### src/rtl/tb4004_pkg.sv
// Shared constants and instruction-class type for the 4004-style cycle sequencer.
package tb4004_pkg;

  localparam logic [2:0] PH_A1 = 3'd0;
  localparam logic [2:0] PH_A2 = 3'd1;
  localparam logic [2:0] PH_A3 = 3'd2;
  localparam logic [2:0] PH_M1 = 3'd3;
  localparam logic [2:0] PH_M2 = 3'd4;
  localparam logic [2:0] PH_X1 = 3'd5;
  localparam logic [2:0] PH_X2 = 3'd6;
  localparam logic [2:0] PH_X3 = 3'd7;

  localparam logic [3:0] OPR_NOP = 4'h0;
  localparam logic [3:0] OPR_JCN = 4'h1;
  localparam logic [3:0] OPR_FIM = 4'h2;
  localparam logic [3:0] OPR_FIN = 4'h3;
  localparam logic [3:0] OPR_JUN = 4'h4;
  localparam logic [3:0] OPR_JMS = 4'h5;
  localparam logic [3:0] OPR_INC = 4'h6;
  localparam logic [3:0] OPR_ISZ = 4'h7;
  localparam logic [3:0] OPR_ADD = 4'h8;
  localparam logic [3:0] OPR_SUB = 4'h9;
  localparam logic [3:0] OPR_LD  = 4'hA;
  localparam logic [3:0] OPR_XCH = 4'hB;
  localparam logic [3:0] OPR_BBL = 4'hC;
  localparam logic [3:0] OPR_LDM = 4'hD;
  localparam logic [3:0] OPR_IO  = 4'hE;
  localparam logic [3:0] OPR_ACC = 4'hF;

  localparam logic [3:0] OPA_SBM = 4'h8;
  localparam logic [3:0] OPA_ADM = 4'hB;

  typedef enum logic [1:0] {
    CLS_NONE     = 2'd0,
    CLS_TEMP_ACC = 2'd1,
    CLS_ACC      = 2'd2,
    CLS_TWO_WORD = 2'd3
  } instr_cls_e;

endpackage

### src/rtl/instr_class_decode.sv
// Combinational opcode classifier: which strobes an instruction needs and whether it is two-word.
module instr_class_decode
  import tb4004_pkg::*;
(
  input  logic [3:0] opr,
  input  logic [3:0] opa,
  output logic       isTwoWord,
  output logic       needTemp,
  output logic       needAcc
);

  instr_cls_e cls;

  always_comb begin
    cls = CLS_NONE;
    case (opr)
      OPR_JCN, OPR_JUN, OPR_JMS, OPR_ISZ: cls = CLS_TWO_WORD;
      // opa[0]=1 selects SRC / JIN, which are single-word
      OPR_FIM, OPR_FIN: cls = opa[0] ? CLS_NONE : CLS_TWO_WORD;
      OPR_ADD, OPR_SUB, OPR_LD, OPR_XCH: cls = CLS_TEMP_ACC;
      OPR_BBL, OPR_LDM: cls = CLS_ACC;
      OPR_IO: begin
        if (opa == OPA_SBM || opa == OPA_ADM) cls = CLS_TEMP_ACC;
        else if (opa[3])                      cls = CLS_ACC;
        else                                  cls = CLS_NONE;
      end
      OPR_ACC: begin
        case (opa)
          4'h0, 4'h2, 4'h4, 4'h5, 4'h6, 4'h7,
          4'h8, 4'h9, 4'hB, 4'hC: cls = CLS_ACC;
          default:                cls = CLS_NONE;
        endcase
      end
      default: cls = CLS_NONE;
    endcase
  end

  assign isTwoWord = (cls == CLS_TWO_WORD);
  assign needTemp  = (cls == CLS_TEMP_ACC);
  assign needAcc   = (cls == CLS_TEMP_ACC) || (cls == CLS_ACC);

endmodule

### src/rtl/cycle_sequencer.sv
// 4004-style machine-cycle sequencer: phase counter, run/hold control, OPR/OPA latches, write strobes.
// Optional SEQ_SINGLE_STEP_EN adds stepReq to release one machine cycle at a time from A1.
module cycle_sequencer
  import tb4004_pkg::*;
#(
  parameter int TEMP_WE_PHASE = 5,
  parameter int ACC_WE_PHASE  = 6
) (
  input  logic       clk,
  input  logic       rst,
  input  logic       runEn,
  input  logic [3:0] dataIn,
`ifdef SEQ_SINGLE_STEP_EN
  input  logic       stepReq,
`endif
  output logic [2:0] phase,
  output logic       sync,
  output logic [3:0] opr,
  output logic [3:0] opa,
  output logic       secondCycle,
  output logic       pcInc,
  output logic       tempWe,
  output logic       accWe
);

  logic [2:0] phase_q, phase_d;
  logic       hold_q, hold_d;
  logic [3:0] opr_q, opr_d;
  logic [3:0] opa_q, opa_d;
  logic       second_q, second_d;
  logic       sync_q, sync_d;
  logic       pc_inc_q, pc_inc_d;
  logic       temp_we_q, temp_we_d;
  logic       acc_we_q, acc_we_d;

  logic       release_req;
  logic       stop_at_x3;
  logic       two_word;
  logic       need_temp;
  logic       need_acc;

`ifdef SEQ_SINGLE_STEP_EN
  // step_q marks a cycle released by stepReq, which must park again at its X3
  logic step_q, step_d;

  assign release_req = runEn | stepReq;
  assign stop_at_x3  = ~runEn | step_q;

  always_comb begin
    step_d = step_q;
    if (hold_q && release_req) step_d = stepReq;
    else if (phase_q == PH_X3) step_d = 1'b0;
  end

  always_ff @(posedge clk) begin
    if (rst) step_q <= 1'b0;
    else     step_q <= step_d;
  end
`else
  assign release_req = runEn;
  assign stop_at_x3  = ~runEn;
`endif

  always_comb begin
    phase_d = phase_q;
    hold_d  = hold_q;
    if (hold_q) begin
      // A1 of the parked cycle is already spent, so release goes straight to A2
      if (release_req) begin
        phase_d = PH_A2;
        hold_d  = 1'b0;
      end
    end else if (phase_q == PH_X3) begin
      phase_d = PH_A1;
      hold_d  = stop_at_x3;
    end else begin
      phase_d = phase_q + 3'd1;
    end
  end

  always_comb begin
    opr_d = opr_q;
    opa_d = opa_q;
    if (!second_q && phase_q == PH_M1) opr_d = dataIn;
    if (!second_q && phase_q == PH_M2) opa_d = dataIn;
  end

  instr_class_decode u_decode (
    .opr       (opr_d),
    .opa       (opa_d),
    .isTwoWord (two_word),
    .needTemp  (need_temp),
    .needAcc   (need_acc)
  );

  always_comb begin
    second_d = second_q;
    if (!hold_q && phase_q == PH_X3) second_d = !second_q && two_word;
    temp_we_d = !second_q && !hold_d && need_temp && (phase_d == 3'(TEMP_WE_PHASE));
    acc_we_d  = !second_q && !hold_d && need_acc  && (phase_d == 3'(ACC_WE_PHASE));
    sync_d    = (phase_d == PH_X3);
    pc_inc_d  = !hold_d && (phase_d == PH_M2);
  end

  always_ff @(posedge clk) begin
    if (rst) begin
      phase_q   <= PH_A1;
      hold_q    <= 1'b0;
      opr_q     <= 4'h0;
      opa_q     <= 4'h0;
      second_q  <= 1'b0;
      sync_q    <= 1'b0;
      pc_inc_q  <= 1'b0;
      temp_we_q <= 1'b0;
      acc_we_q  <= 1'b0;
    end else begin
      phase_q   <= phase_d;
      hold_q    <= hold_d;
      opr_q     <= opr_d;
      opa_q     <= opa_d;
      second_q  <= second_d;
      sync_q    <= sync_d;
      pc_inc_q  <= pc_inc_d;
      temp_we_q <= temp_we_d;
      acc_we_q  <= acc_we_d;
    end
  end

  assign phase       = phase_q;
  assign sync        = sync_q;
  assign opr         = opr_q;
  assign opa         = opa_q;
  assign secondCycle = second_q;
  assign pcInc       = pc_inc_q;
  assign tempWe      = temp_we_q;
  assign accWe       = acc_we_q;

endmodule

### config.mk
export PLATFORM = sky130hd
export DESIGN_NAME = cycle_sequencer
export DESIGN_NICKNAME = d
export VERILOG_FILES = /design/src/rtl/tb4004_pkg.sv /design/src/rtl/instr_class_decode.sv /design/src/rtl/cycle_sequencer.sv
export SDC_FILE = /design/constraint.sdc
export NUM_CORES = 1
export LEC_CHECK = 0
export CAP_MARGIN = 20
export CORE_ASPECT_RATIO = 1.75
export CORE_MARGIN = 8
export CORE_UTILIZATION = 40
export DETAILED_ROUTE_END_ITERATION = 12
export MAX_ROUTING_LAYER = met4
export PLACE_DENSITY_LB_ADDON = 0.1
export SETUP_SLACK_MARGIN = 0.1
export SLEW_MARGIN = 20
export SYNTH_ARGS = -nofsm -noshare
export SYNTH_HDL_FRONTEND = slang
export SYNTH_SLANG_ARGS = --single-unit
### constraint.sdc
create_clock -name clk -period 2.5 [get_ports clk]
set_input_delay 0.375 -clock clk [delete_from_list [all_inputs] [get_ports clk]]
set_output_delay 0.375 -clock clk [all_outputs]
set_load 0.01 [all_outputs]
# Word level (Yosys, flattened, before mapping)
# Memories as Yosys holds them, arrays and structs flattened.
# Index checks and enable logic that the tools add are counted.
totals:
  ff_bits: 17
  word_cells: 69
  rom_bits: 16
  mem_count: 1
  input_bits: 7
op_classes:
  reduce_logical: 19
  mux: 12
  n_bitwise: 1
  eq_ne: 26
  addsub: 1
memory_table:
  columns: ["name", "words", "width", "rd", "rd_clocked_by_memory_dff", "wr", "line", "rtl"]
  rows:
  - ["(no name shown)", 16, 1, 1, 0, 0, "instr_class_decode.sv:28", "case (opa)"]
ops:
  columns: ["cell", "count"]
  rows:
  - ["equality test 4 bit (second input constant)", 10]
  - ["equality test 3 bit (second input constant)", 6]
  - ["equality test 4 x 3 -> 1 bit (second input constant)", 3]
  - ["case mux 2 bit (6 select lines)", 1]
  - ["logical AND 1 bit", 10]
  - ["2-to-1 mux 3 bit", 3]
  - ["equality test 4 x 2 -> 1 bit (second input constant)", 2]
  - ["2-to-1 mux 4 bit", 2]
  - ["OR reduction 4 bit", 2]
  - ["2-to-1 mux 2 bit", 3]
  - ["equality test 2 bit (second input constant)", 2]
  - ["equality test 4 x 1 -> 1 bit (second input constant)", 1]
  - ["OR reduction 2 bit", 2]
  - ["adder 3 x 1 -> 3 bit (second input constant)", 1]
  - ["equality test 3 x 2 -> 1 bit (second input constant)", 1]
  - ["zero test 1 bit", 3]
  - ["2-to-1 mux 1 bit", 3]
  - ["equality test 2 x 1 -> 1 bit (second input constant)", 1]
  - ["logical OR 1 bit", 2]
  - ["NOT 1 bit", 1]

# Logic depth before layout (Yosys ltp)
# Gate-level depths: netlist (run 1).
logic_depth:
  depth_word: 11
  depth_mapped: 12
  mapped_depth_nobuf: 11

# Cells and area by module
# From an unflattened synthesis (run 1), not the netlist that was laid out.
hier_totals:
  cells_unflattened: 95
  hier_area_um2: 952.2
by_module_without_submodules:
  columns: ["mod", "n_inst", "seq_area_each_um2", "area_per_inst_um2", "cells_each"]
  rows:
  - ["cycle_sequencer", 1, 340.3, 734.5, 66]
  - ["instr_class_decode", 1, 0.0, 217.7, 29]

# Worst setup path before layout (run 1)
# No wires, ideal clock.
synth_path:
  path_kind: "reg-to-reg"
  startpoint: "reg phase_q[0] (netlist: phase[0])"
  endpoint: "reg acc_we_q (netlist: accWe)"
  slack_ns: 0.092
  setup_ns: 0.096
  path_buffers: 1
  arrival_time_ns: 2.312
  path_stages_with_launch: 11
  path_cell_list: "dfxtp_1 > ha_1 > ha_1 > nand2b_4 > buf_8 > mux2i_1 > inv_1 > o31a_1 > o211a_1 > ha_1 > nor4b_1"
synth_between:
  elab_chain_len: 11
synth_lines:
  columns: ["element", "line", "rtl"]
  rows:
  - ["start: declaration", "cycle_sequencer.sv:26", "logic [2:0] phase_q, phase_d;"]
  - ["start signal: assignment", "cycle_sequencer.sv:117", "phase_q <= phase_d;"]
  - ["branches (longest 10 deep; another with memory read (16 x 1 bit))", null, null]
  - ["logical AND 1 bit *", "cycle_sequencer.sv:100", "acc_we_d = !second_q && !hold_d && need_acc && (phase_d == 3'(ACC_WE_PHASE));"]
  - ["end signal: assignment", "cycle_sequencer.sv:125", "acc_we_q <= acc_we_d;"]
  - ["end: declaration", "cycle_sequencer.sv:34", "logic acc_we_q, acc_we_d;"]
# Mark *: on every way between the ends.
# A chain may end at the register's enable or synchronous reset.

# Final worst setup path (run 1)
# Ends and elaborated chain as after synthesis.

==> load_flow_metrics.sql, run 1 <==
INSERT INTO impl_metrics (metric_group, metric, value, unit) VALUES
('outcome', 'result_of_the_run', 'finished, final reports clean', ''),
('worst_hold_path', 'holdCritPathClass', 'reg -> reg', ''),
('global_route', 'grt_pass1_vias', '854', ''),
('global_route', 'overflow', '0', ''),
('synth', 'yosysSeqAreaShare', '36.3', '%'),
('global_route', 'grt_usage', '12.2', '%'),
('drt', 'detailedRoute.firstIterationViolations', '11', ''),
('clocking', 'cts-htree-levels', '1', ''),
('drt', 'drt_drc_violations_left', '0', ''),
('setup_path', 'worstSetupEndpointType', 'flip-flop', ''),
('die', 'placement_rows', '23', ''),
('setup_path', 'worstSetupPathType', 'reg -> reg', ''),
('setup_path', 'cp_max_fo', '5', ''),
('synth', 'syn-instance-count', '97', ''),
('timing', 'final_hold_viol_count', '0', ''),
('drt', 'ant_nets', '0', ''),
('power', 'total_power', '0.670', 'mW'),
('final_layout', 'antenna_cells', '0', ''),
('synth', 'post_synth_cell_types', '37', ''),
('placed_design', 'io_buffer_count', '22', ''),
('power', 'p_per_area', '470', 'mW/mm2'),
('flow_run', 'maxCapViolCount', '0', ''),
('worst_hold_path', 'hp-start', 'opa[1]', ''),
('power', 'power.net_switching', '0.183', 'mW'),
('final_layout', 'layout_commonest_cell', 'sky130_fd_sc_hd__clkdlybuf4s50_1', ''),
('synth', 'synth_flop_cell', 'sky130_fd_sc_hd__dfxtp_1', ''),
('drt', 'drt-vias-per-instance', '5.32', ''),
('clocking', 'numClockSinks', '17', ''),
('die', 'dieHeight', '80.1', 'um'),
('timing', 'post_route_fraction_of_the_period_consumed_by_the_critical_path', '91.6', '%'),
('global_route', 'largest_net_degree_at_the_start_of_global_routing', '14', ''),
('clocking', 'clk_latency', '0.25', 'ns'),
('die', 'dieWidth', '52.6', 'um'),
('synth', 'synth-edff-count', '0', ''),
('setup_path', 'worstPathRequired', '2.66', 'ns'),
('power', 'static-leakage-power', '0.581', 'nW'),
('timing', 'finalWorstSetupSlack', '0.210', 'ns'),
('drt', 'aggregate_routed_wire_length', '2.36', 'mm'),
('placed_design', 'dpl_worst_slack', '-0.0491', 'ns'),
('setup_path', 'r2r.worst_path.cells', '11', ''),
('die', 'design.core.area', '0.00224', 'mm2'),
('final_layout', 'finish.net_count', '145', ''),
('die', 'die-area', '0.00421', 'mm2'),
('timing', 'skew', '0.00283', 'ns'),
('synth', 'avgSynthCellArea', '9.67', 'um2'),
('power', 'pwr-share-clk', '30.4', '%'),
('drt', 'detailroute.via_count', '830', ''),
('final_layout', 'final_standard_cell_area_without_fillers', '0.00143', 'mm2'),
('die', 'floorplan.initialDensity', '41.8', '%'),
('synth', 'syn_nets', '110', ''),
('global_route', 'grt_antenna_before_repair', '0', ''),
('placed_design', 'dp_hpwl', '1.80', 'mm'),
('timing', 'finalMaxSlewViolations', '0', ''),
('timing', 'fin_setup_tns', '0', 'ns'),
('clocking', 'clock-root-buffer', 'sky130_fd_sc_hd__clkbuf_8', ''),
('timing', 'highest_attainable_clock_frequency', '437', 'MHz'),
('power', 'pwr-share-comb', '26.1', '%'),
('setup_path', 'flop_to_flop_setup_slack', '0.21', 'ns'),
('synth', 'async_flop_share', '0', '%'),
('setup_path', 'timing.critical_path.arrival', '2.45', 'ns'),
('placed_design', 'final_gp_congestion', '0.806', ''),
('power', 'p_seq_share', '43.5', '%'),
('power', 'power_switching_share', '27.3', '%'),
('power', 'internal-power', '0.487', 'mW'),
('final_layout', 'drive_gt1_share', '26.0', '%'),
('global_route', 'global_route_wire_length_before_repair', '3.86', 'mm'),
('clocking', 'cts_tree', 'built', ''),
('synth', 'synth.yosys.warnings', '0', ''),
('synth', 'synth_seq_cells', '17', ''),
('timing', 'rsz0062_at_grt', 'no', ''),
('setup_path', 'timing.rr.end', 'accWe', '');
[cell type report]
| type | instances | area [um2] | area share [%] |
|---|---|---|---|
| multi-input cells | 73 | 669 | 47.0 |
| flip-flops and latches | 17 | 343 | 24.1 |
| well taps | 25 | 31.3 | 2.19 |
| inverters | 4 | 15.0 | 1.05 |
| repair buffers | 33 | 322 | 22.6 |
| clock buffers | 4 | 45.0 | 3.16 |
[layer usage]
layer  vias up  track usage [%]  wire [um]
met5         -                -          0
met2        18             23.7       1350
met3         5             2.59        109
met4         0             4.69         34
li1        413                -          -
met1       394             10.5        859
[flip-flops by register name (all words and copies together) (netlist names)]
signal,count
accWe,1
tempWe,1
opr,4
pcInc,1
sync,1
phase,3
hold_q,1
opa,4
secondCycle,1
[cell families after synthesis]
family | share of synthesized area, %
adder cells (fa/ha/maj) | 8.00
AND/OR/NAND/NOR | 22.9
XOR/XNOR | 3.73
AO/OA/AOI/OAI | 12.8
multiplexers | 12.3
flip-flops | 36.3
buffers and inverters | 4.00
[power groups by stage]
| stage | Combinational, mW | Sequential [mW] | Clock [mW] |
|---|---|---|---|
| 5_1_grt | 0.191 | 0.292 | 0.219 |
| 3_5_place_dp | 0.145 | 0.294 | 0 |
| 6_report | 0.175 | 0.291 | 0.204 |
| 3_3_place_gp | 0.145 | 0.294 | 0 |
| 2_1_floorplan | 0.0815 | 0.299 | 0 |
| 4_1_cts | 0.163 | 0.289 | 0.212 |
[critical path, cell delays in order (launching register included)]
cell	delay [ns]
sky130_fd_sc_hd__dfxtp_2	0.34
sky130_fd_sc_hd__buf_6	0.12
sky130_fd_sc_hd__inv_1	0.05
sky130_fd_sc_hd__ha_2	0.19
sky130_fd_sc_hd__nand3b_4	0.13
sky130_fd_sc_hd__buf_12	0.16
sky130_fd_sc_hd__nand2_1	0.06
sky130_fd_sc_hd__o32ai_2	0.09
sky130_fd_sc_hd__o31a_1	0.32
sky130_fd_sc_hd__o211a_1	0.21
sky130_fd_sc_hd__ha_1	0.29
sky130_fd_sc_hd__nor4b_2	0.23
[worst max-delay path by stage]
stage,from,endpoint,cells past startpoint
floorplan,phase[0],accWe,9
global placement,dataIn[1],accWe,8
detailed placement,dataIn[0],accWe,8
CTS,phase[0],accWe,9
global route,phase[0],secondCycle,12
finish,phase[0],accWe,11
[cells in the mapped netlist (all sizes together) (2+ instances only)]
master  count
dfxtp      17
nor2       16
mux2i      10
ha          6
inv         4
nand2       4
a31oi       3
nor2b       3
xnor2       3
clkbuf      2
nand2b      2
nand3b      2
nor3        2
nor3b       2
o21ai       2
or3         2
[repair_timing]
item,in CTS,in global routing
hold buffers,0,0
endpoints found under the setup margin,2,2
setup buffers,4,2
endpoints found under the hold margin,0,0
pin swaps,3,6
resized for setup,10,11
[through the flow]
stage                     std cells  hold WS, ns  util [%]
after CTS                       154        0.571      59.5
final                           156        0.564      63.5
after global placement          146        0.555      54.0
after detailed placement        146        0.562      54.0
after global routing            156        0.619      63.5
after floorplan                  97        0.447         -
No activity file was read; power rests on OpenSTA's default activity.
==> inputs of run 2 (changes only) <==
--- a/config.mk
+++ b/config.mk
@@ -11,7 +11,7 @@
 export CORE_UTILIZATION = 40
 export DETAILED_ROUTE_END_ITERATION = 12
 export MAX_ROUTING_LAYER = met4
-export PLACE_DENSITY_LB_ADDON = 0.1
+export PLACE_DENSITY = 0.7
 export SETUP_SLACK_MARGIN = 0.1
 export SLEW_MARGIN = 20
 export SYNTH_ARGS = -nofsm -noshare
==> load_flow_metrics.sql, run 2 (same netlist as run 1, synthesis figures left out) <==
INSERT INTO impl_metrics (metric_group, metric, value, unit) VALUES
('power', 'p_per_area', '477', 'mW/mm2'),
('global_route', 'grt_usage', '12.3', '%'),
('timing', 'rsz0062_at_grt', 'no', ''),
('setup_path', 'worstSetupEndpointType', 'flip-flop', ''),
('placed_design', 'dp_hpwl', '1.84', 'mm'),
('clocking', 'cts.reportedPaths.clkPinSlew', '0.07', 'ns'),
('clocking', 'clock-root-buffer', 'sky130_fd_sc_hd__clkbuf_8', ''),
('drt', 'ant_nets', '0', ''),
('drt', 'aggregate_routed_wire_length', '2.40', 'mm'),
('final_layout', 'area_growth_syn_to_layout', '49.1', '%'),
('clocking', 'cts_hold_buffers', '0', ''),
('die', 'design.core.area', '0.00224', 'mm2'),
('timing', 'finalWorstSetupSlack', '0.202', 'ns'),
('die', 'floorplan.initialDensity', '41.8', '%'),
('clocking', 'clk_latency', '0.26', 'ns'),
('clocking', 'cts_tree', 'built', ''),
('timing', 'final_hold_viol_count', '0', ''),
('timing', 'tightestPinTransition', '0.520', 'ns'),
('clocking', 'cts-htree-levels', '1', ''),
('drt', 'drt-vias-per-instance', '5.53', ''),
('drt', 'drt_first_pass_iters', '4', ''),
('power', 'pwr-share-clk', '30.7', '%'),
('die', 'boundary_pins', '23', ''),
('power', 'internal-power', '0.481', 'mW'),
('timing', 'layout_min_cycle_time', '2.30', 'ns'),
('global_route', 'overflow', '0', ''),
('power', 'static-leakage-power', '0.568', 'nW'),
('power', 'power.net_switching', '0.186', 'mW'),
('final_layout', 'non_filler_instance_count_after_layout', '154', ''),
('final_layout', 'finish.net_count', '143', ''),
('die', 'placement_rows', '23', ''),
('final_layout', 'drive_gt1_share', '25.6', '%'),
('drt', 'wire_length_per_cell', '15.6', 'um'),
('placed_design', 'post_dp_cell_area', '0.00122', 'mm2'),
('placed_design', 'dpl_worst_slack', '-0.0363', 'ns'),
('setup_path', 'worstPathRequired', '2.65', 'ns'),
('setup_path', 'cp_max_fo', '5', ''),
('timing', 'fin_setup_tns', '0', 'ns'),
('global_route', 'grt_antenna_before_repair', '0', ''),
('global_route', 'largest_net_degree_at_the_start_of_global_routing', '14', ''),
('worst_hold_path', 'holdCritPathClass', 'reg -> reg', ''),
('power', 'p_seq_share', '43.7', '%'),
('final_layout', 'layout_commonest_cell', 'sky130_fd_sc_hd__clkdlybuf4s50_1', ''),
('clocking', 'max-clock-path-buffers', '2', ''),
('clocking', 'cts_inserted_buffers', '3', ''),
('outcome', 'result_of_the_run', 'finished, final reports clean', ''),
('timing', 'highest_attainable_clock_frequency', '435', 'MHz'),
('drt', 'drt_drc_violations_left', '0', ''),
('placed_design', 'dpl.cell_count', '147', ''),
('die', 'die-area', '0.00421', 'mm2'),
('die', 'dieHeight', '80.1', 'um'),
('power', 'power_switching_share', '27.9', '%'),
('setup_path', 'critical_path_source_type', 'flip-flop', ''),
('timing', 'skew', '0.00445', 'ns'),
('timing', 'total_of_endpoints_with_negative_setup_slack_in_the_final_report', '0', ''),
('drt', 'detailedRoute.firstIterationViolations', '5', ''),
('setup_path', 'worstSetupPathType', 'reg -> reg', ''),
('power', 'pwr-share-comb', '25.6', '%'),
('global_route', 'grt_pass1_vias', '855', ''),
('placed_design', 'final_gp_congestion', '0.744', ''),
('final_layout', 'final_standard_cell_area_without_fillers', '0.00140', 'mm2'),
('die', 'dieWidth', '52.6', 'um'),
('global_route', 'global_route_wire_length_before_repair', '3.79', 'mm'),
('flow_run', 'maxCapViolCount', '0', ''),
('final_layout', 'antenna_cells', '0', ''),
('drt', 'detailroute.via_count', '852', ''),
('timing', 'post_route_fraction_of_the_period_consumed_by_the_critical_path', '91.9', '%'),
('placed_design', 'io_buffer_count', '22', ''),
('clocking', 'numClockSinks', '17', ''),
('final_layout', 'final_cell_mix', 'sky130_fd_sc_hd__clkdlybuf4s50_1, sky130_fd_sc_hd__nor2_1, sky130_fd_sc_hd__dfxtp_1', ''),
('timing', 'slew_headroom', '65.1', '%'),
('timing', 'finalMaxSlewViolations', '0', ''),
('setup_path', 'timing.critical_path.arrival', '2.44', 'ns'),
('power', 'worst_ir_drop_vdd', '0.000356', 'V');
## run 2: critical path, cell delays in order (launching register included)
cell and delay [ns]:
sky130_fd_sc_hd__dfxtp_2 0.35, sky130_fd_sc_hd__ha_4 0.18, sky130_fd_sc_hd__ha_4 0.16, sky130_fd_sc_hd__nand2b_4 0.15, sky130_fd_sc_hd__mux2i_4 0.31, sky130_fd_sc_hd__nor2_2 0.07, sky130_fd_sc_hd__o311ai_4 0.32, sky130_fd_sc_hd__o211ai_1 0.16
sky130_fd_sc_hd__ha_2 0.19, sky130_fd_sc_hd__nor3b_1 0.13, sky130_fd_sc_hd__a21oi_1 0.12, sky130_fd_sc_hd__nor2_1 0.05
## run 2: final timing paths
check | start | end | slack, ns | cells after the start
hold reg to reg | opa[1] | opa[1] | 0.58 | 2
setup / recovery | phase[0] | secondCycle | 0.20 | 11
setup reg to reg | phase[0] | secondCycle | 0.20 | 11
hold / removal | opa[1] | opa[1] | 0.58 | 2
## run 2: routing by layer
layer / vias to the layer above / share of wire [%] / track usage (%)
met2: 25 / 56 / 22.0
li1: 408 / - / -
met5: - / 0 / -
met4: 0 / 3.8 / 8.59
met1: 412 / 35 / 10.6
met3: 7 / 5.8 / 3.14
## run 2: area by class of cell
type	instances	area, um2
well taps	25	31.3
clock buffers	3	41.3
fillers	190	846
clock inverters	1	5.00
inverters	4	15.0
flip-flops and latches	17	343
repair buffers	31	294
multi-input cells	73	669
## run 2: repair_timing
item,in CTS,in global routing
pin swaps,1,6
buffers inserted,3,0
setup endpoints to repair,2,2
cloned,0,0
resized for setup,11,10
## run 2: power groups by stage
stage	clock network, mW	registers, mW	logic [mW]
global placement	0	0.294	0.143
CTS	0.212	0.290	0.164
global route	0.226	0.293	0.188
finish	0.205	0.292	0.171
detailed placement	0	0.294	0.145
floorplan	0	0.299	0.0815
## run 2: stage by stage
stage | hold slack, ns | utilization, % | total power, mW
detailed placement | 0.568 | 54.3 | 0.439
floorplan | 0.447 | - | 0.381
finish | 0.576 | 62.3 | 0.667
CTS | 0.581 | 60.0 | 0.666
global route | 0.615 | 62.3 | 0.706
global placement | 0.558 | 54.3 | 0.437
==> inputs of run 3 (changes only) <==
--- a/config.mk
+++ b/config.mk
@@ -5,7 +5,6 @@
 export SDC_FILE = /design/constraint.sdc
 export NUM_CORES = 1
 export LEC_CHECK = 0
-export CAP_MARGIN = 20
 export CORE_ASPECT_RATIO = 1.75
 export CORE_MARGIN = 8
 export CORE_UTILIZATION = 40
==> results of run 3 <==
Final layout, timing and power as in run 2 (identical DEF).
==> variant 1: new RTL, flow settings as in run 2 <==
Build with the macro `SEQ_SINGLE_STEP_EN` defined.
--- a/src/rtl/cycle_sequencer.sv
+++ b/src/rtl/cycle_sequencer.sv
@@ -1,4 +1,6 @@
 // 4004-style machine-cycle sequencer: phase counter, run/hold control, OPR/OPA latches, write strobes.
 // Optional SEQ_SINGLE_STEP_EN adds stepReq to release one machine cycle at a time from A1.
+`define SEQ_SINGLE_STEP_EN
+
 module cycle_sequencer
   import tb4004_pkg::*;
Interface: changed (added stepReq); port bits go from 23 to 24. The function was not compared with the original's and may differ.
==> variant 1 against run 2 <==
- global-route usage decreased by 0.071 points
- sequential cell count increased by 1
- sequential share of layout area about the same
- non-clock buffer count unchanged
- via count increased by 7.5%
- worst setup slack got worse by 0.025 ns
- total power increased by 8.8%
- synthesized area increased by 4.4%
- design area increased by 7.2%
- fmax decreased by 1.1%
- routed wire length increased by 11%
- largest power group unchanged
==> variant 1: results (changes against run 2) <==
| Group | Metric | This run | Change |
|---|---|---|---|
| grt | Largest net degree at the start of global routing | 16 | was 14 |
| yosys | Warning count from the yosys run | 0 | unchanged |
| timing | Maximum clock skew at final layout | 0.006097 ns | was 0.004445 ns |
| cts | Clock latency on the worst-skew pair | 0.26 ns | about the same |
| finish | Share of layout cells above drive strength 1 | 26.43% | was 25.58% |
| finish | Final instance count without filler cells | 166 | was 154 |
| yosys | Proportion of synthesized chip area in sequential cells | 36.78% | was 36.27% |
| timing | Least-Margin Pin Slew | 0.5430 ns | was 0.5197 ns |
| outcome | Result of the run | completed | unchanged |
| placed design | Post-place setup slack | 0.002189 ns | was -0.03626 ns |
| yosys | Synthesized net count | 122 | was 110 |
| cts | Number of levels in the clock H-tree | 1 | unchanged |
| pwr | Peak supply drop | 0.0002962 V | was 0.0003559 V |
| detailed routing | Number of design-rule violations left by the first detailed-router iteration | 22 | was 5 |
| placed design | Placer's final routability congestion estimate | 0.7358 | was 0.7440 |
| grt | Gr usage total | 12.27% | was 12.34% |
| placed design | Dpl cells | 157 | was 147 |
| yosys | Mean area per synthesized cell | 9.071 µm² | was 9.674 µm² |
| min path | Classification of the worst-slack hold path | flop to flop | unchanged |
| finish | # fillers | 210 | was 190 |
| grt | Wire length of the first global-routing pass | 4015 µm | was 3788 µm |
| detailed routing | Mean number of vias per cell | 5.518 | was 5.532 |
| critical path | Slowest cell on the critical path | dfxtp_2 | unchanged |
| critical path | Critical path fanouts, max | 7 | was 5 |
| detailed routing | Detail-routed net length per standard cell | 16.05 µm | was 15.55 µm |
| pwr | LEAKAGE | 0.0006049 µW | was 0.0005675 µW |
| yosys | Distinct cells, synth | 37 | unchanged |
| yosys | Commonest cells post-synth | 22 x nor2_1, 18 x dfxtp_1, 7 x inv_1, 7 x mux2i_1, 6 x ha_1 | was 17 x dfxtp_1, 16 x nor2_1, 9 x mux2i_1, 6 x ha_1 |
| yosys | Synth top area cells | dfxtp_1 37%, nor2_1 8.4%, ha_1 7.7%, mux2i_1 7.2%, a31oi_1 3.2% | was dfxtp_1 36%, mux2i_1 9.6%, ha_1 8.0%, nor2_1 6.4%, o311ai_4 2.8% |
| grt | Via count of the first global-routing pass | 902 | was 855 |
| placed design | Detailed-placement wirelength estimate | 1863 µm | was 1840 µm |
| finish | Post-layout nets | 155 | was 143 |
| critical path | Longest individual stage delay on the worst path | 0.34 ns |  |
| placed design | Port Buf Inserts | 23 | was 22 |
==> variant 1: cell count changes after synthesis, sizes merged, moves of 2 or more <==
| cell | run 2 | this run |
|---|---|---|
| a31oi | 3 | 5 |
| nor2 | 16 | 22 |
| nor3 | 2 | 0 |
| mux2i | 10 | 8 |
| inv | 4 | 7 |
==> variant 1: cells by family after synthesis <==
| group | after synthesis | share of synthesized area, % |
|---|---|---|
| and+or+nand+nor | 42 | 22.48 |
| AOI/OAI and AO/OA | 19 | 15.20 |
| DFF | 18 | 36.78 |
| buffers and inverters | 10 | 4.598 |
| muxes | 9 | 9.706 |
| adders and majority gates | 6 | 7.663 |
| xor gates and xnor gates | 4 | 3.577 |
==> variant 1: where the power goes <==
part	switching [µW]	internal (µW)	total, µW	leakage, µW
combinational	88.0	92.7	181	0.000428
sequential	10.5	296	307	0.000148
clock	98.6	140	239	0.0000288
total	197	529	726	0.000605
==> variant 1: area by class of cell <==
class | count | share of cell area (%)
sequential | 18 | 24.54
timing repair buffer | 31 | 19.70
tap | 26 | 2.170
inverter | 7 | 1.753
clock buffer | 4 | 3.673
multi-input combinational | 80 | 48.16
==> variant 1: final timing paths <==
| path | start | end | slack, ns | depth (start not counted) |
|---|---|---|---|---|
| worst max-delay path | phase[1] | secondCycle | 0.18 | 11 |
| worst min register to register | secondCycle | accWe | 0.56 | 1 |
| worst max register to register | phase[1] | secondCycle | 0.18 | 11 |
| worst min-delay path | secondCycle | accWe | 0.56 | 1 |
==> variant 1: worst register-to-register path: stages, from the launching register on <==
cell and delay (ns):
dfxtp_2 0.34, ha_4 0.17, ha_4 0.16, nand2b_4 0.14
mux2i_4 0.32, nor2_2 0.09, o311ai_4 0.31, o211ai_1 0.15
ha_2 0.21, nor3b_4 0.15, a21oi_2 0.11, nor2_1 0.05
==> variant 1: per-stage QoR <==
stage          instance area (µm²)  utilization, %  hold slack [ns]  total power, µW
2_1_floorplan                979.7               -           0.4474            390.8
3_3_place_gp                  1246           51.88           0.5549            444.5
3_5_place_dp                  1246           51.88           0.5741            446.8
4_1_cts                       1328           55.26           0.5776            686.3
5_1_grt                       1499           62.40           0.5778            758.4
6_report                      1499           62.40           0.5638            726.2
==> variant 1: timing repair <==
item,4_1_cts,5_1_grt
hold buffers,0,0
pin swaps,0,9
resized for setup,5,28
endpoints found under the hold margin,0,0
setup buffers,0,5
endpoints found under the setup margin,2,2
==> variant 1: routing by layer <==
metal | vias to the layer above | track usage, % | part of all wire, %
li1 | 444 | - | -
met2 | 27 | 21.82 | 57
met1 | 437 | 12.06 | 36
met4 | 0 | 6.091 | 2.8
met3 | 8 | 2.355 | 4.7
met5 | - | - | 0
==> variant 2: new RTL, flow settings as in run 2 <==
Made on the original files. Take the reset off `opa_q` and load it in a clocked block of its own.
--- a/src/rtl/cycle_sequencer.sv
+++ b/src/rtl/cycle_sequencer.sv
@@ -108,5 +108,4 @@
       hold_q    <= 1'b0;
       opr_q     <= 4'h0;
-      opa_q     <= 4'h0;
       second_q  <= 1'b0;
       sync_q    <= 1'b0;
@@ -118,5 +117,4 @@
       hold_q    <= hold_d;
       opr_q     <= opr_d;
-      opa_q     <= opa_d;
       second_q  <= second_d;
       sync_q    <= sync_d;
@@ -125,4 +123,8 @@
       acc_we_q  <= acc_we_d;
     end
+  end
+
+  always_ff @(posedge clk) begin
+    opa_q <= opa_d;
   end
 
Check against the original RTL: differs if rst is asserted again (counterexample within 10 cycles, from zero or initial values and one cycle with rst high); with rst held inactive, the same outputs for 10 cycles.
==> variant 2 against run 2 <==
- worst setup slack worse by 0.15 ns
- synthesized area rose by 9.2%
- fmax decreased by 6.0%
- routed wire length is 29% higher
- sequential cell count did not move
- design area is 12% higher
- count of clock-buffer cells in the layout rose by 1
- first-iteration DRC count up 80%
- critical endpoint is now accWe
- highest routed layer unchanged
Power is not compared: it rests on default switching activity, and its combinational part moved more than twofold at a synthesized area within 25%.
==> variant 2: results (changes against run 2) <==
| Group | Metric | This run | Change |
|---|---|---|---|
| outcome | Result of the run | completed | unchanged |
| placed design | Placer's final routability congestion estimate | 0.8653 | was 0.7440 |
| yosys | Synth top area cells | dfxtp_1 33%, ha_1 7.3%, nor2_1 5.1%, o21ai_0 3.4%, nand2_1 3.3% | was dfxtp_1 36%, mux2i_1 9.6%, ha_1 8.0%, nor2_1 6.4%, o311ai_4 2.8% |
| finish | Share of layout cells above drive strength 1 | 28.75% | was 25.58% |
| critical path | Required time of the critical path | 2.67 ns | was 2.65 ns |
| min path | End of the worst hold path | opa[2] | was opa[1] |
| critical path | RR Endpoint | accWe | was secondCycle |
| grt | Via count of the first global-routing pass | 1150 | was 855 |
| detailed routing | Detail-routed net length per standard cell | 16.59 µm | was 15.55 µm |
| critical path | Reg-to-reg slack, setup | 0.06 ns | was 0.20 ns |
| detailed routing | Mean number of vias per cell | 5.919 | was 5.532 |
| grt | Gr usage total | 13.66% | was 12.34% |
| grt | Wire length of the first global-routing pass | 4864 µm | was 3788 µm |
| placed design | DP Area | 1365 µm² | was 1220 µm² |
| yosys | Commonest cells post-synth | 17 x dfxtp_1, 14 x nor2_1, 9 x nand2_1, 8 x inv_1, 7 x o21ai_0 | was 17 x dfxtp_1, 16 x nor2_1, 9 x mux2i_1, 6 x ha_1 |
| grt | Largest net degree at the start of global routing | 12 | was 14 |
| placed design | Detailed-placement wirelength estimate | 2196 µm | was 1840 µm |
| timing | Highest achievable clock rate | 0.4092 GHz | was 0.4352 GHz |
| yosys | Mean area per synthesized cell | 8.399 µm² | was 9.674 µm² |
| finish | Post-layout nets | 174 | was 143 |
| detailed routing | Number of design-rule violations left by the first detailed-router iteration | 9 | was 5 |
| placed design | Post-place setup slack | -0.2185 ns | was -0.03626 ns |
| timing | Final-layout worst hold slack | 0.5399 ns | was 0.5763 ns |
| placed design | Dpl cells | 179 | was 147 |
| yosys | Synthesized net count | 135 | was 110 |
| critical path | Number of cells traversed by the worst register-to-register path | 10 | was 11 |
| yosys | Xor and xnor area share after synthesis | 1.709% | was 3.733% |
| timing | Maximum clock skew at final layout | 0.001136 ns | was 0.004445 ns |
| yosys | Share of synthesized cell area in full adder, half adder and majority cells | 8.303% | was 8.000% |
| yosys | Distinct cells, synth | 45 | was 37 |
==> variant 2: changes by cell type after synthesis, moves of 4 or more <==
cell | run 2 | this run
mux2i_1 | 9 | 3
nand2_1 | 4 | 9
a21oi_1 | 1 | 5
o21ai_0 | 1 | 7
inv_1 | 4 | 8
==> variant 2: metal layers <==
metal  vias up  routed length [µm]  GRT usage [%]
met1       527                1121          12.79
li1        514                   -              -
met4         0                 109          6.757
met3        15                 165          3.036
met2        45                1690          24.00
met5         -                   0              -
==> variant 2: cell type report <==
type	count	area (µm²)
Inverter	8	30.03
Timing Repair Buffer	39	351.6
Sequential cell	17	345.3
Multi-Input combinational cell	92	762.0
Fill cell	207	895.9
Clock buffer	4	45.04
Tap cell	26	32.53
==> variant 2: what timing repair did <==
action	in CTS	in global routing
pin swaps	2	8
setup buffers	1	2
endpoints found under the setup margin	2	2
resized for setup	10	14
